File: config.mk
export PLATFORM = sky130hd
export DESIGN_NAME = divider
export DESIGN_NICKNAME = d
export VERILOG_FILES = /design/src/rtl/divider_pkg.sv /design/src/rtl/divider_div_step.sv /design/src/rtl/divider.sv
export SDC_FILE = /design/constraint.sdc
export NUM_CORES = 1
export LEC_CHECK = 0
export BUFFER_PORTS_ARGS = -buffer_cell sky130_fd_sc_hd__buf_2
export CAP_MARGIN = 20
export CORE_MARGIN = 1.5
export CORE_UTILIZATION = 50
export DETAILED_ROUTE_END_ITERATION = 6
export MAX_ROUTING_LAYER = met4
export PLACE_DENSITY = 0.71
export SLEW_MARGIN = 10
export SYNTH_ARGS = -nofsm -noshare
export SYNTH_HDL_FRONTEND = slang
export SYNTH_SLANG_ARGS = --single-unit
File: constraint.sdc
create_clock -name clock -period 5.5 [get_ports clock]
set_clock_uncertainty 0.2 [all_clocks]
set_input_delay 0.55 -clock clock [delete_from_list [all_inputs] [get_ports clock]]
set_output_delay 0.55 -clock clock [all_outputs]
set_load 0.02 [all_outputs]
File: src/rtl/divider_pkg.sv
// Shared definitions for the sequential signed divider: state encoding,
// iteration count and operand-magnitude helper.
package divider_pkg;

  localparam int unsigned DATA_W    = 32;
  localparam int unsigned MAG_W     = 33;
  localparam int unsigned CNT_W     = 5;
  localparam int unsigned DIV_ITERS = 32;

  localparam logic [DATA_W-1:0] INT_MIN = 32'h8000_0000;

  typedef enum logic [1:0] {
    IDLE = 2'd0,
    RUN  = 2'd1,
    DONE = 2'd2
  } div_state_e;

  // |x| widened by one bit so that |-2^31| is represented exactly
  function automatic logic [MAG_W-1:0] magnitude(input logic [DATA_W-1:0] x);
    logic [MAG_W-1:0] sx;
    sx = {x[DATA_W-1], x};
    return x[DATA_W-1] ? (~sx + MAG_W'(1)) : sx;
  endfunction

endpackage

File: src/rtl/divider_div_step.sv
// One restoring-division iteration: shift {R,Q} left, trial-subtract |B|,
// keep the difference and set the quotient bit when it did not go negative.
module divider_div_step
  import divider_pkg::*;
(
  input  logic [MAG_W-1:0]  rem,
  input  logic [DATA_W-1:0] quo,
  input  logic [MAG_W-1:0]  dvs,
  output logic [MAG_W-1:0]  rem_n,
  output logic [DATA_W-1:0] quo_n
);

  logic [MAG_W-1:0] shifted;
  logic [MAG_W:0]   diff;
  logic             unused_rem_msb;

  // Remainder stays below |B| <= 2^31, so its top bit never shifts out
  assign unused_rem_msb = rem[MAG_W-1];
  assign shifted        = {rem[MAG_W-2:0], quo[DATA_W-1]};
  assign diff           = {1'b0, shifted} - {1'b0, dvs};

  always_comb begin
    rem_n = shifted;
    quo_n = {quo[DATA_W-2:0], 1'b0};
    if (!diff[MAG_W]) begin
      rem_n = diff[MAG_W-1:0];
      quo_n = {quo[DATA_W-2:0], 1'b1};
    end
  end

endmodule

File: src/rtl/divider.sv
// Sequential signed 32-bit divider, one quotient bit per cycle, truncating
// toward zero; flags divide-by-zero and INT_MIN / -1 overflow.
module divider
  import divider_pkg::*;
(
  input  logic              clock,
  input  logic              reset,
  input  logic [DATA_W-1:0] data_operandA,
  input  logic [DATA_W-1:0] data_operandB,
  input  logic              ctrl_DIV,
  input  logic              ctrl_MULT,
  output logic [DATA_W-1:0] data_result,
  output logic              data_exception,
  output logic              data_resultRDY
);

  div_state_e        state_q, state_d;
  logic [CNT_W-1:0]  cnt_q;
  logic              sign_q, ovf_q;
  logic [MAG_W-1:0]  rem_q, dvs_q, rem_n;
  logic [DATA_W-1:0] quo_q, quo_n;
  logic              rdy_d;

  logic              start, b_zero, ovf_case, last_iter;
  logic [MAG_W-1:0]  abs_a;
  logic              unused_abs_a_msb;

  assign start            = ctrl_DIV & ~ctrl_MULT;
  assign b_zero           = (data_operandB == '0);
  assign ovf_case         = (data_operandA == INT_MIN) && (data_operandB == '1);
  assign last_iter        = (cnt_q == CNT_W'(DIV_ITERS - 1));
  assign abs_a            = magnitude(data_operandA);
  // |A| <= 2^31 always fits the 32-bit quotient field
  assign unused_abs_a_msb = abs_a[MAG_W-1];

  divider_div_step u_step (
    .rem   (rem_q),
    .quo   (quo_q),
    .dvs   (dvs_q),
    .rem_n (rem_n),
    .quo_n (quo_n)
  );

  // State register
  always_ff @(posedge clock) begin
    if (reset) begin
      state_q <= IDLE;
    end else begin
      state_q <= state_d;
    end
  end

  // Next state and ready pulse; divide-by-zero sits one idle cycle in DONE
  // before pulsing so its ready lands one cycle after the start edge.
  always_comb begin
    state_d = state_q;
    rdy_d   = 1'b0;
    if (ctrl_MULT) begin
      state_d = IDLE;
    end else if (start) begin
      state_d = b_zero ? DONE : RUN;
    end else begin
      case (state_q)
        IDLE: state_d = IDLE;
        RUN: begin
          if (last_iter) begin
            state_d = DONE;
            rdy_d   = 1'b1;
          end
        end
        DONE: begin
          if (data_resultRDY) begin
            state_d = IDLE;
          end else begin
            rdy_d   = 1'b1;
          end
        end
        default: state_d = IDLE;
      endcase
    end
  end

  // Datapath, counter and registered outputs
  always_ff @(posedge clock) begin
    if (reset) begin
      cnt_q          <= '0;
      sign_q         <= 1'b0;
      ovf_q          <= 1'b0;
      rem_q          <= '0;
      dvs_q          <= '0;
      quo_q          <= '0;
      data_result    <= '0;
      data_exception <= 1'b0;
      data_resultRDY <= 1'b0;
    end else begin
      data_resultRDY <= rdy_d;
      if (ctrl_MULT) begin
        cnt_q          <= '0;
        data_result    <= '0;
        data_exception <= 1'b0;
      end else if (start) begin
        sign_q         <= data_operandA[DATA_W-1] ^ data_operandB[DATA_W-1];
        ovf_q          <= ovf_case;
        quo_q          <= abs_a[DATA_W-1:0];
        dvs_q          <= magnitude(data_operandB);
        rem_q          <= '0;
        cnt_q          <= '0;
        data_result    <= '0;
        data_exception <= b_zero;
      end else if (state_q == RUN) begin
        rem_q <= rem_n;
        quo_q <= quo_n;
        cnt_q <= CNT_W'(cnt_q + 1'b1);
        if (last_iter) begin
          data_result    <= sign_q ? DATA_W'(-quo_n) : quo_n;
          data_exception <= ovf_q;
        end
      end
    end
  end

endmodule

Word-level counts from Yosys, hierarchy flattened
Index checks and enable logic that the tools add are counted.

Output and inout port bits: 34. Memory bits (read-only): 0. Input port bits: 68. Flip-flop bits (word level): 140. Logic and storage cells: 58. Memories: 0. Memory bits (writable): 0. Latch bits: 0.

Multiply operators: 0. Bitwise logic cells: 5. Magnitude comparators: 0. Div/mod/pow operators: 0. Add/subtract/negate cells: 5. Eq/ne operators: 7. Mux-type cells: 20. Reduce and logical (&&, ||, !) cells: 11. Shift-type cells: 0.

Operators with widths (number): $mux 32 (7); $eq 32x32->1 const B (2); $sub 33x33->34 (1); $add 33x1->33 const B (1); $mux 33 (1); $not 33->33 (1); $add 32x1->32 const B (1); $logic_not 32->1 (1); $neg 32->32 (1); $not 32->32 (1); $reduce_and 2->1 (5); $mux 2 (4); $mux 1 (6); $ne 3x3->1 const B (2); $add 5x1->5 const B (1); $eq 5x5->1 const B (1); $pmux 2 s2 (1); $reduce_bool 2->1 (2); $reduce_or 3->1 (1); $eq 2x1->1 const B (1); $eq 2x2->1 const B (1); $pmux 1 s2 (1); $reduce_or 2->1 (1); $and 1x1->1 (1); other kinds (3) (3).

Logic depth before layout (Yosys ltp)
Gate-level depths: netlist of the first run.

Depth in word-level cells: 4. Depth in mapped cells: 20. Mapped depth without buffers: 18.

By module
A second synthesis of the first run with hierarchy kept.

Cell total of the unflattened synthesis: 1292. Area total of the unflattened synthesis: 9845.7 sq um.

By module, submodules not included: divider (area each 7539.7 sq um, cells an instance 950, times used 1, seq. area each 2822.7 sq um); divider_div_step (area each 2306.0 sq um, cells an instance 342, times used 1, seq. area each 0.0 sq um).

Worst setup path after synthesis of the first run
OpenSTA, ideal clock, no wires.

Path kind: register to register. Start: register dvs_q[18]. End: register data_result[30]. Cell stages (with the launch flop): 21. Clock period less this slack: 4361 ps. Path buffers: 2. Library setup time: 122 ps. Path slack: 1139 ps. Arrival: 4039 ps. Required time: 5178 ps. Cell sequence: dfxtp_1 -> inv_1 -> ha_1 -> clkbuf_1 -> a211oi_1 -> nor2_1 -> o41ai_1 -> o21ai_0 -> a311oi_1 -> a21oi_1 -> inv_1 -> clkbuf_1 -> ha_1 -> nand2_1 -> or3_1 -> nand2b_1 -> nand2b_1 -> o31ai_1 -> and2_1 -> xor2_1 -> o21ai_0.

Word-level cells in the longest chain between the ends: 4.

Ends and longest elaborated chain: from (decl) (line divider.sv:20) `logic [MAG_W-1:0] rem_q, dvs_q, rem_n;`; from (signal assigned) (line divider.sv:105) `dvs_q <= magnitude(data_operandB);`; $sub 33x33->34 (line divider_div_step.sv:20) `assign diff = {1'b0, shifted} - {1'b0, dvs};`; $mux 1 (line divider_div_step.sv:25) `if (!diff[MAG_W]) begin`; $neg 32->32 (line divider.sv:115) `data_result <= sign_q ? DATA_W'(-quo_n) : quo_n;`; $mux 32 (line divider.sv:115); to (signal assigned) (line divider.sv:115); to (decl) (line divider.sv:12) `output logic [DATA_W-1:0] data_result,`.

No other way between the ends. A chain may end at the register's enable or synchronous reset.

Final worst setup path of the first run
Same ends and word-level chain as after synthesis.

==> summary.txt, run 1 <==
Run status
  • Outcome: finished, final reports clean

Clock tree
  • Reg clk slew, reported paths: 0.06 ns
  • Hold-fix buffers, CTS: 0
  • Cts bufs inserted: 17
  • Clk Tree Root Cell: clkbuf_16
  • Largest buffer count on any clock path: 2
  • CTS tree: built
  • Clock Sinks: 140
  • # Post-CTS Setup Buffers: 0
  • # resized after CTS: 0
  • Clk_lat worst skew: 0.42 ns
  • # H-tree levels: 4

STA
  • Peak Freq: 0.214 GHz
  • RSZ-0062 raised after global routing: no
  • Fin crit share: 85.1%
  • Final slew viol count: 0
  • Max_slew headroom: 30.0%
  • Fin crit period: 4.68 ns
  • Setup_tns: 0 ns
  • Final number of setup-violating endpoints: 0
  • Final Hold Fails: 0
  • Least-Margin Pin Slew: 1.05 ns

Drt
  • Drt drc: 0
  • Antenna viol nets, final: 0
  • Routed vias/inst: 5.84
  • Drt wl/cell: 16.4 um
  • First-iteration detailed-routing DRC count: 810
  • Vias: ~8.4k
  • Final wirelength: 23700 um
  • Drt pass-1 iters: 6

Worst setup path
  • Worst-path fanout max: 7
  • Startpoint types: flip-flop
  • Worst path required time: about 5.6 ns
  • Critical path type: flip-flop to flip-flop
  • CP Capture Type: flip-flop
  • Arrival @ worst endpoint: roughly 4.8 ns
  • Critical path's slowest cell: o41ai_1
  • CP Cell Sequence: inv_1 > ha_1 > a211oi_1 > nor2_1 > o41ai_1 > o21ai_0 > a311oi_1 > a21oi_2 > inv_1 > ha_1 > nand2_1 > or3_1 > nand2b_1 > nand2b_1 > o31ai_1 > and2_1 > xor2_1 > o21ai_0
  • Max stage delay on crit path: approximately 0.5 ns

Yosys
  • Xor and xnor fraction of the mapped netlist area: 11.5%
  • EDFF count, synth: 0
  • Largest family of logic cells by synthesized area: compound AO/OA/AOI/OAI gates
  • Mean Syn Cell Area: a little under 8 sq um
  • Netlist cell types: 68
  • Multiplexer share of the synthesized area: 1.35%
  • Post-synthesis instance total: 1150
  • Synth top area share: between 30 and 40%
  • Flops & latches, synth: 140
  • Area contributors post-synth: dfxtp_1 31%, xor2_1 9.3%, a211oi_1 6.2%
  • Asr flop ratio synth: 0%
  • Register area share after synthesis: 31.1%
  • Synth Area in Compound Gates: between 20% and 30%
  • Top cell type by total area after synthesis: dfxtp_1
  • Most used flip-flop cell after synthesis: dfxtp_1
  • Ys Warns: 0
  • Post-Synth Adder-Cell Area: under 10%
  • Simple logic cell fraction of the synthesized area: 18.6%
  • Post-Syn Nets: 1260
  • Mapped Area: 9020 sq um

Finish
  • Layout Nets: 1318
  • Util after Layout: 58.4%
  • Commonest non-fill, non-tap cell in the layout: nor2_1
  • Synth-to-layout area growth: 13.1%
  • Fillcell total: 1581
  • Finished Cell Area: around 10000 sq um
  • Share of cells above drive strength 1: approximately an eighth
  • # diodes: 0
  • Most frequent cells in the layout: 141 x nor2_1, 140 x dfxtp_1, 101 x buf_2

Global route
  • GRT Total Usage: a little over a quarter
  • Largest net degree at the start of global routing: 78
  • GR Overflow Total: 0
  • First-pass GRT wire length: 38000 um
  • Initial antenna violation count: 0
  • Vias in the first global route: 7342

Placed design
  • Post-DP HPWL: 17400 um
  • PortBufs: 101
  • Post-Place Cell Area: 9590 sq um
  • Gp weighted congestion: just over 0.9

Power
  • Power Density: about 330 nW/um^2
  • Peak VDD IR: 206 uV
  • Leak: between 4 and 5 nW

Floorplan
  • Die area: between 15000 and 20000 sq um
  • Die W: 137 um
  • Die Ht: 137 um
  • IO Count: 102
  • # rows: 48
  • Starting Density: between 50% and 60%
  • Floorplan core area: between 15000 and 20000 sq um

Min path
  • Hold Path Class: flip-flop to flip-flop

Run
  • Maxcap violations: 0
## area by class of cell
type	instances	area, sq um	share of cell area [%]
well taps	225	282	2.76
clock inverters	13	164	1.61
repair buffers	109	566	5.54
clock buffers	19	443	4.34
inverters	54	203	1.99
multi-input cells	886	5740	56.3
flip-flops and latches	140	2800	27.5
## worst max-delay path, delay by kind of cell, from the launching register on
kind                       cells  cell delay [ns]
AOI/OAI and AO/OA              7             2.00
xor gates and xnor gates       1             0.15
adders and majority gates      2             0.53
buffers and inverters          2             0.14
DFF                            1             0.33
and+or+nand+nor                6             1.22
## metal layers
metal | part of all wire [%] | GRT usage [%] | wire [um]
met5 | 0 | - | 0
met4 | 0.82 | 6.20 | 194
met3 | 7.8 | 5.67 | 1850
met2 | 40 | 35.2 | 9510
met1 | 51 | 40.0 | 12200
## cell usage after synthesis, types with 10 or more instances
master      n
o41ai_1    20
nand2_1    89
nor3_1     17
nand2b_1   13
a21o_1     10
mux2i_1    11
inv_1      54
a211oi_1   75
dfxtp_1   140
xor2_1     96
o31ai_1    30
xnor2_1    22
or4_1      10
clkbuf_1   58
nand4_1    10
nand3_1    12
nor2b_1    10
ha_1       41
o21ai_0    85
a21oi_1    76
or3_1      14
nor2_1    142
## kinds of logic (layout without fill, tap and decap cells)
kind of cell / count (synthesis) / after routing
AOI/OAI and AO/OA: 359 / 359
xor gates and xnor gates: 118 / 118
adders and majority gates: 42 / 42
buffers and inverters: 124 / 195
DFF: 140 / 140
muxes: 12 / 12
and+or+nand+nor: 355 / 355
## where the power goes
group	internal (mW)	leakage, nW	total [mW]	switching [mW]
combinational	0.387	2.65	1.02	0.630
sequential	1.06	1.14	1.11	0.0507
clock	0.728	0.294	1.19	0.458
total	2.18	4.08	3.32	1.14
## sequential cells by signal, summed over array words and instances, names as in the netlist
name and count:
state_q 2, quo_q 32, data_resultRDY 1, data_result 32, sign_q 1, rem_q 32
dvs_q 33, data_exception 1, cnt_q 5, ovf_q 1
## stage by stage
stage	hold WS (ns)	total power, mW	setup WS, ns	cells
floorplan	0.228	1.87	1.14	1150
global placement	0.238	2.12	1.12	1414
detailed placement	0.248	2.13	0.970	1414
CTS	0.240	3.31	0.871	1446
global route	0.263	3.48	0.420	1446
finish	0.254	3.32	0.822	1446
## path summary, 6_finish.rpt
| path | slack, ns | cells after the start | from | to |
|---|---|---|---|---|
| min | 0.25 | 2 | data_result[11] | data_result[11] |
| max reg2reg | 0.82 | 18 | dvs_q[18] | data_result[30] |
| min reg2reg | 0.25 | 2 | data_result[11] | data_result[11] |
| max | 0.82 | 18 | dvs_q[18] | data_result[30] |
(Power assumes the default switching activity.)
==> inputs of run 2 (changes only) <==
--- a/config.mk
+++ b/config.mk
@@ -11,8 +11,9 @@
 export CORE_UTILIZATION = 50
 export DETAILED_ROUTE_END_ITERATION = 6
 export MAX_ROUTING_LAYER = met4
-export PLACE_DENSITY = 0.71
+export PLACE_DENSITY = 0.7
 export SLEW_MARGIN = 10
 export SYNTH_ARGS = -nofsm -noshare
 export SYNTH_HDL_FRONTEND = slang
+export SYNTH_HIERARCHICAL = 1
 export SYNTH_SLANG_ARGS = --single-unit
==> run 2 against run 1 <==
  * Core utilization shrank 1.6 points
  * Critical path depth down 1
  * Highest routed layer unchanged
  * Routed wire length rose by 12%
  * Largest power group is now combinational logic
  * Sequential share of layout area fell by 1.4 points
==> summary.txt, run 2 <==
Run status
  • Outcome: finished, final reports clean

Min path
  • WHS Path Cells: 3
  • Hold Path Class: input port to flip-flop

Global route
  • First-pass GRT wire length: roughly 44000 um
  • GRT Total Usage: 27.9%
  • GR Overflow Total: 0
  • Vias in the first global route: 8446
  • Initial antenna violation count: 0
  • Largest net degree at the start of global routing: 63

STA
  • Final slew viol count: 0
  • Final number of setup-violating endpoints: 0
  • Peak Freq: 0.228 GHz
  • Fin crit period: 4.39 ns
  • RSZ-0062 raised after global routing: no
  • Least-Margin Pin Slew: between 0.9 and 1 ns
  • Fin crit share: 79.7%
  • Hold slack: 0.208 ns
  • Fin worst setup slack: 1.11 ns
  • Setup_tns: 0 ns
  • Final Hold Fails: 0
  • Max_slew headroom: 37.9%

Clock tree
  • Clk_lat worst skew: 0.44 ns
  • # Post-CTS Setup Buffers: 0
  • # H-tree levels: 4
  • Reg clk slew, reported paths: 0.07 ns
  • CTS tree: built
  • Cts bufs inserted: 17
  • Clk Tree Root Cell: clkbuf_16
  • # resized after CTS: 0
  • Hold-fix buffers, CTS: 0
  • Clock Sinks: 140
  • Largest buffer count on any clock path: 2

Worst setup path
  • Worst-path fanout max: 6
  • Critical path type: flip-flop to flip-flop
  • Worst-case reg-to-reg path depth: 17
  • Setup crit start: dvs_q[6]
  • R2r startpoint: dvs_q[6]
  • Arrival @ worst endpoint: 4.49 ns
  • R2r setup slk: 1.11 ns
  • CP endpoint: data_result[20]
  • Reg2reg end: data_result[20]
  • Worst path required time: 5.60 ns
  • Startpoint types: flip-flop
  • CP Capture Type: flip-flop

Finish
  • Max reg flops: 33
  • Fillcell total: roughly 1.8k
  • Share of cells above drive strength 1: 12.9%
  • Area of the multi-input gates: 6190 sq um
  • Finished Cell Area: 10700 sq um
  • Most frequent cells in the layout: 157 x nand2_1, 140 x dfxtp_1, 101 x buf_2
  • # diodes: 0
  • Commonest non-fill, non-tap cell in the layout: nand2_1
  • Synth-to-layout area growth: 10.1%
  • Largest Register: dvs_q
  • Layout Nets: 1410
  • Util after Layout: 56.8%
  • FF/Latch Area: 2800 sq um

Drt
  • First-iteration detailed-routing DRC count: between 700 and 800
  • Drt pass-1 iters: 7
  • Routed vias/inst: around 6
  • Drt drc: 0
  • Vias: ~9.4k
  • Antenna viol nets, final: 0
  • Drt wl/cell: 16.9 um
  • Final wirelength: 26600 um

Power
  • Peak VDD IR: 418 uV
  • Power Density: 447 nW/um^2
  • Leak: around 4 nW

Placed design
  • Post-Place Cell Area: approximately 10000 sq um
  • PortBufs: 101
  • Pre-CTS WS: roughly 1.2 ns
  • Post-DP HPWL: approximately 19000 um
  • Gp weighted congestion: 0.907

Floorplan
  • Die area: 20300 sq um
  • Floorplan core area: 18900 sq um
  • # rows: 50
  • Die W: approximately 140 um
  • Starting Density: between 50% and 60%
  • Die Ht: 143 um
  • IO Count: 102

Yosys
  • Ys Warns: 6
  • Mapped Area: 9750 sq um
  • Mean Syn Cell Area: 7.63 sq um
  • Post-synthesis instance total: 1278
  • Post-Syn Nets: 1388

Run
  • Maxcap violations: 0
## run 2: final cells by class
cell class                      count  area share, %
Clock inverter                     13           1.43
Clock buffer                       19           4.22
Multi-Input combinational cell    975           57.7
Inverter                           52           1.82
Sequential cell                   140           26.1
Tap cell                          260           3.03
Timing Repair Buffer              114           5.69
## run 2: layer usage
metal | track usage [%] | share of wire [%]
met1 | 39.8 | 48
met5 | - | 0
met4 | 8.95 | 1.7
met2 | 40.0 | 43
met3 | 4.36 | 7.1
## run 2: worst min-delay path by stage
stage / startpoint / to / slack (ns)
2_1_floorplan: ovf_q / ovf_q / 0.22
3_3_place_gp: dvs_q[25] / dvs_q[25] / 0.24
3_5_place_dp: data_result[21] / data_result[21] / 0.24
4_1_cts: data_operandB[0] / dvs_q[0] / 0.20
5_1_grt: data_operandB[0] / dvs_q[0] / 0.21
6_report: data_operandB[0] / dvs_q[0] / 0.21
## run 2: through the flow
stage               power (mW)  std cells
floorplan                 3.26       1278
global route              5.18       1573
CTS                       4.78       1572
finish                    4.80       1573
global placement          3.53       1540
detailed placement        3.57       1540
## run 2: power by group
group / switching, mW / total [mW] / internal [mW]
registers: 0.0906 / 1.20 / 1.11
logic: 1.45 / 2.41 / 0.961
clock network: 0.488 / 1.19 / 0.702
## run 2: worst max-delay path: stages (launching register included)
cell and delay [ns]:
dfxtp_1 0.33, inv_1 0.04, ha_1 0.33, a21o_1 0.20, or3_1 0.32, o2111ai_1 0.26, a21oi_1 0.17, o21ai_1 0.31
a31oi_4 0.17, a41oi_4 0.24, inv_1 0.16, inv_1 0.09, ha_1 0.17, nor3b_1 0.32, nand4_1 0.27, o41ai_1 0.40
xor2_1 0.18, a21oi_1 0.08
